===== config.mk =====
export PLATFORM = sky130hd
export DESIGN_NAME = queue_serializer
export DESIGN_NICKNAME = d
export VERILOG_FILES = /design/src/rtl/queue_serializer.sv
export SDC_FILE = /design/constraint.sdc
export NUM_CORES = 1
export LEC_CHECK = 0
export CELL_PAD_IN_SITES_DETAIL_PLACEMENT = 0
export CELL_PAD_IN_SITES_GLOBAL_PLACEMENT = 1
export CORE_UTILIZATION = 34
export DETAILED_ROUTE_END_ITERATION = 10
export GPL_ROUTABILITY_DRIVEN = 0
export PLACE_DENSITY_LB_ADDON = 0.3
export SYNTH_ARGS = -nofsm -noshare
export SYNTH_HDL_FRONTEND = slang
export SYNTH_SLANG_ARGS = --single-unit
export TNS_END_PERCENT = 5

===== constraint.sdc =====
create_clock -name clk_10khz -period 4.2 [get_ports clk_10khz]
set_input_delay 1.26 -clock clk_10khz [delete_from_list [all_inputs] [get_ports clk_10khz]]
set_output_delay 1.26 -clock clk_10khz [all_outputs]
set_load 0.01 [all_outputs]

===== src/rtl/queue_serializer.sv =====
// Pops bytes from the queue and shifts them out MSB-first with a per-bit valid/ready handshake.
// Latency: pop to first valid bit is 2 cycles; ready_in low in SHIFT holds all state for that cycle.
module queue_serializer #(
  parameter int DATA_WIDTH = 8,
  parameter int LEN_WIDTH  = 4
) (
  input  logic                  clk_10khz,
  input  logic                  queue_rst,
  input  logic                  enable_in,
  input  logic [LEN_WIDTH-1:0]  len_in,
  input  logic [DATA_WIDTH-1:0] queue_data_in,
  input  logic                  ready_in,
  output logic                  dequeue_out,
  output logic                  data_out,
  output logic                  write_out,
  output logic                  busy_out,
  output logic                  frame_done_out,
  output logic [7:0]            byte_count_out
);

  localparam int CNT_W = (DATA_WIDTH > 1) ? $clog2(DATA_WIDTH) : 1;
  localparam logic [CNT_W-1:0] LAST_BIT = CNT_W'(DATA_WIDTH - 1);

  typedef enum logic [2:0] {
    IDLE  = 3'd0,
    POP   = 3'd1,
    LOAD  = 3'd2,
    SHIFT = 3'd3,
    DONE  = 3'd4
  } state_t;

  state_t                state_q, state_d;
  logic [DATA_WIDTH-1:0] shift_q, shift_d;
  logic [CNT_W-1:0]      bit_cnt_q, bit_cnt_d;
  logic [7:0]            byte_cnt_q, byte_cnt_d;

  always_ff @(posedge clk_10khz or posedge queue_rst) begin
    if (queue_rst) begin
      state_q    <= IDLE;
      shift_q    <= '0;
      bit_cnt_q  <= '0;
      byte_cnt_q <= 8'd0;
    end else begin
      state_q    <= state_d;
      shift_q    <= shift_d;
      bit_cnt_q  <= bit_cnt_d;
      byte_cnt_q <= byte_cnt_d;
    end
  end

  always_comb begin
    state_d        = state_q;
    shift_d        = shift_q;
    bit_cnt_d      = bit_cnt_q;
    byte_cnt_d     = byte_cnt_q;
    dequeue_out    = 1'b0;
    data_out       = 1'b0;
    write_out      = 1'b0;
    frame_done_out = 1'b0;

    case (state_q)
      IDLE: begin
        if (enable_in && (len_in != '0)) state_d = POP;
      end
      POP: begin
        dequeue_out = 1'b1;
        state_d     = LOAD;
      end
      // The queue updates its output byte on the pop edge, so it is sampled here.
      LOAD: begin
        shift_d   = queue_data_in;
        bit_cnt_d = '0;
        state_d   = SHIFT;
      end
      SHIFT: begin
        write_out = 1'b1;
        data_out  = shift_q[DATA_WIDTH-1];
        if (ready_in) begin
          shift_d   = shift_q << 1;
          bit_cnt_d = bit_cnt_q + CNT_W'(1);
          if (bit_cnt_q == LAST_BIT) begin
            state_d    = DONE;
            byte_cnt_d = byte_cnt_q + 8'd1;
          end
        end
      end
      DONE: begin
        frame_done_out = 1'b1;
        state_d        = IDLE;
      end
      default: state_d = IDLE;
    endcase
  end

  assign busy_out       = (state_q != IDLE);
  assign byte_count_out = byte_cnt_q;

endmodule


== After elaboration in Yosys (flattened, before gate mapping) ==
Index checks and enable logic that the tools add are counted.
W data, S select, Z words.

* Flip-flop bits (word level): 22
* Output and inout bits: 13

* Mux-type cells: 12
* Reductions and logical operators: 8
* Equality and inequality tests: 8
* Add/subtract/negate cells: 2

{| class="wikitable"
|+ Operators by type and width
! kind !! count
|-
| $pmux W8 S2 || 1
|-
| $mux W3 || 4
|-
| $pmux W3 S4 || 1
|-
| $add A8 B1 Y8 const B || 1
|-
| $mux W8 || 1
|-
| $eq A3 B2 Y1 const B || 2
|-
| $eq A3 B3 Y1 const B || 2
|-
| $ne A2 B2 Y1 const B || 3
|-
| $pmux W3 S2 || 1
|-
| $reduce_and A3 Y1 || 2
|-
| $mux W1 || 4
|-
| $reduce_bool A4 Y1 || 1
|-
| $add A3 B1 Y3 const B || 1
|-
| $eq A3 B1 Y1 const B || 1
|-
| $logic_not A3 Y1 || 1
|-
| $reduce_bool A3 Y1 || 1
|-
| $reduce_and A2 Y1 || 1
|-
| $reduce_bool A2 Y1 || 1
|-
| $logic_and A1 B1 Y1 || 1
|}

== Logic depth before layout (Yosys ltp) ==
* Word-level depth: 4
* Depth in mapped cells: 5
* Mapped depth without buffers: 5

== Worst setup path after synthesis ==
No wires, ideal clock.

* Path kind: reg-to-output
* Start point: reg state_q[1]
* End point: out data_out
* Required time: 2940 ps
* Arrival time: 998 ps
* Stages on the path, launching flop included: 4
* Path slack: 1942 ps
* Cells stage by stage: dfrtp_1 -> nand2_1 -> nor2_1 -> and2_1

* Longest elaborated chain between the ends: 2

{| class="wikitable"
|+ Ends and longest elaborated chain
! item !! line !! source
|-
| start: declaration || 32 || <nowiki>state_t state_q, state_d;</nowiki>
|-
| start signal: assignment || 44 || <nowiki>state_q <= state_d;</nowiki>
|-
| $eq A3 B2 Y1 || 61 || <nowiki>case (state_q)</nowiki>
|-
| $mux W1 || 61 ||
|-
| end: declaration || 14 || <nowiki>output logic data_out,</nowiki>
|}

No other way between the ends.

== Worst setup path in the final report ==
* Start point: reg state_q[0]
* End point: out data_out

Same word-level chain as after synthesis.

==> results.ini <==
[die]
dieArea_mm2=0.003413
rows=20
dieHeight_um=58.42
core_area_mm2=0.003028
fp.dieW_um=58.42
start_util_pct=35.74
io_pins=29

[synthesis]
synthTopCellsByCount=dfrtp_1, nand2_1, a2bb2oi_1, o22ai_1, xor2_1
synth_top_cell_area_share_pct=50.87
yosysMostFrequentCell=dfrtp_1
synth_cell_type_count=32
ys_ff_latch=22
async_reset_ff_share_pct=100.0
ys_top_cells_by_area=dfrtp_1, a2bb2oi_1, xor2_1
netlist_area_mm2=0.001082
yosys_most_used_dff=dfrtp_1
ys_seq_area_share_pct=50.87
yosys_warnings=0
synth_edf_count=0
avgSynthCellArea_um2=11.16
synth_cells=97
synth.largest_area_cell=dfrtp_1
syn_nets=116

[run_status]
status=finished, final reports clean

[detailed_routing]
drt_iter0_drc=21
via_per_inst=4.953
first_pass_iters=4
ant_nets=0
drc=0
drt-total-wl_mm=2.151
wl_per_cell_um=12.73
vias=837

[sta]
hold_viol=0
relSlewSlack_pct=42.85
fin_crit_ns=3.347
worst_slack_ns=0.8528
setup_tns_ns=0
clock.fmax_ghz=0.2988
setup_violations=0
hold_ws_ns=0.4712
report.final.slew_viol_count=0
rsz0062_at_grt=no
worst_slew_pin_slew_ns=0.8564
min_period_over_period_pct=79.70
fin_worst_skew_ns=0.005437

[place]
dp.final_hpwl_mm=1.595
numPortBuffers=28
place_inst=165
preCtsSetupSlack_ns=1.210

[cells_and_area]
syn2layout_area_growth_pct=32.37
drive_gt1_share_pct=8.000
multi_input_area_um2=499.2
antenna_cells=0
nFillCells=303
stdcell_count=169
nNetsFinal=145
seq_area_um2=550.5

[clock_tree]
post_cts_resized=0
cts_hold_buf=0
clockBufferDepth=2
post_cts_buffers=0
clkSlewWorstSetupHoldPaths_ns=0.12
clkSinkCount=22
cts_max_level=1
cts_tree=done
insertion_delay_ns=0.30
cts-root-buf=clkbuf_4
numCtsBuffers=3

[setup_path]
r2r-start=state_q[2]$_DFFE_PP0P_
ff2ff_path_depth=3
r2r_end=bit_cnt_q[0]$_DFFE_PP0P_
required_ns=2.94
r2r_setup_slack_ns=2.36
worst-path-max-fanout=16
crit_type=flip-flop to output pin
crit_path_end_kind=output pin
worstPathArrival_ns=2.09
cp-startpoint=state_q[0]$_DFFE_PP0P_
start_kind=flip-flop

[grt]
grt_pass1_vias=818
grt_remaining_overflow=0
grt_max_degree=23
grt_pass1_wl_mm=3.629
antenna_found_initial=0
groute.usage.overall_pct=13.94

[hold_path]
hold_end=byte_count_out[7]$_DFFE_PP0P_
hp-start=byte_count_out[7]$_DFFE_PP0P_
hold_depth=1
hold_class=flip-flop to flip-flop

[pwr]
power_density_mw_per_mm2=513.5
p_leak_uw=0.0006476
p_total_uw=735.7
peakVddDrop_mv=0.2258

[job]
cap_violations=0

-- cell usage in the layout, fill, tap and decap left out, drive strengths merged, types with 2 or more instances in the layout --
cell type and n:
nand2b 2, and2 2, nor3 5, clkbuf 4
xor2 7, inv 3, nand2 8, nand3 3
ha 3, mux2 2, dfrtp 22, nor2 5
o22ai 7, nor4 3, a2bb2oi 7, o21ai 2
clkdlybuf4s50 28
-- routing by layer --
metal | part of all wire (%) | wire [um] | track usage, %
met5 | 0 | 0 | 0
met4 | 0.56 | 12 | 5.102
met3 | 3.2 | 68 | 2.198
met2 | 45 | 978 | 21.51
met1 | 51 | 1091 | 19.86
-- worst max path at each step --
stage                           to  depth (start not counted)  slack [ns]
after global placement    data_out                          4        1.27
after global routing      data_out                          4        0.68
after CTS                 data_out                          4        0.85
after floorplan           data_out                          3        1.94
final                     data_out                          4        0.85
after detailed placement  data_out                          4        1.21
-- cells by family after synthesis --
family,synth area share [%]
and+or+nand+nor,20.58
DFF,50.87
AOI/OAI and AO/OA,14.34
xor gates and xnor gates,5.665
buffers and inverters,3.006
adders and majority gates,3.469
muxes,2.081
-- state kept, by name, indices dropped and copies added (netlist names) --
name	flops
state_q	3
shift_q	8
bit_cnt_q	3
byte_count_out	8
-- where the power goes --
group	switching (uW)	internal, uW
clock	63.9	52.9
combinational	121	156
sequential	65.4	276
-- stage by stage --
| step | cell area [um2] | util [%] |
|---|---|---|
| 2_1_floorplan | 1082 | - |
| 3_3_place_gp | 1396 | 46.12 |
| 3_5_place_dp | 1396 | 46.12 |
| 4_1_cts | 1433 | 47.31 |
| 5_1_grt | 1433 | 47.31 |
| 6_report | 1433 | 47.31 |
-- cell type report --
type / instances / area share [%]
inverters: 3 / 0.7860
well taps: 44 / 3.843
repair buffers: 28 / 19.56
clock buffers: 4 / 2.533
flip-flops and latches: 22 / 38.43
multi-input cells: 68 / 34.85
-- critical path: stages (launching register included) --
cell and delay, ns:
dfrtp_1 0.66, nand2_1 0.27, nor2_1 0.19, and2_1 0.14, clkdlybuf4s50_1 0.53
(Power assumes the default switching activity.)
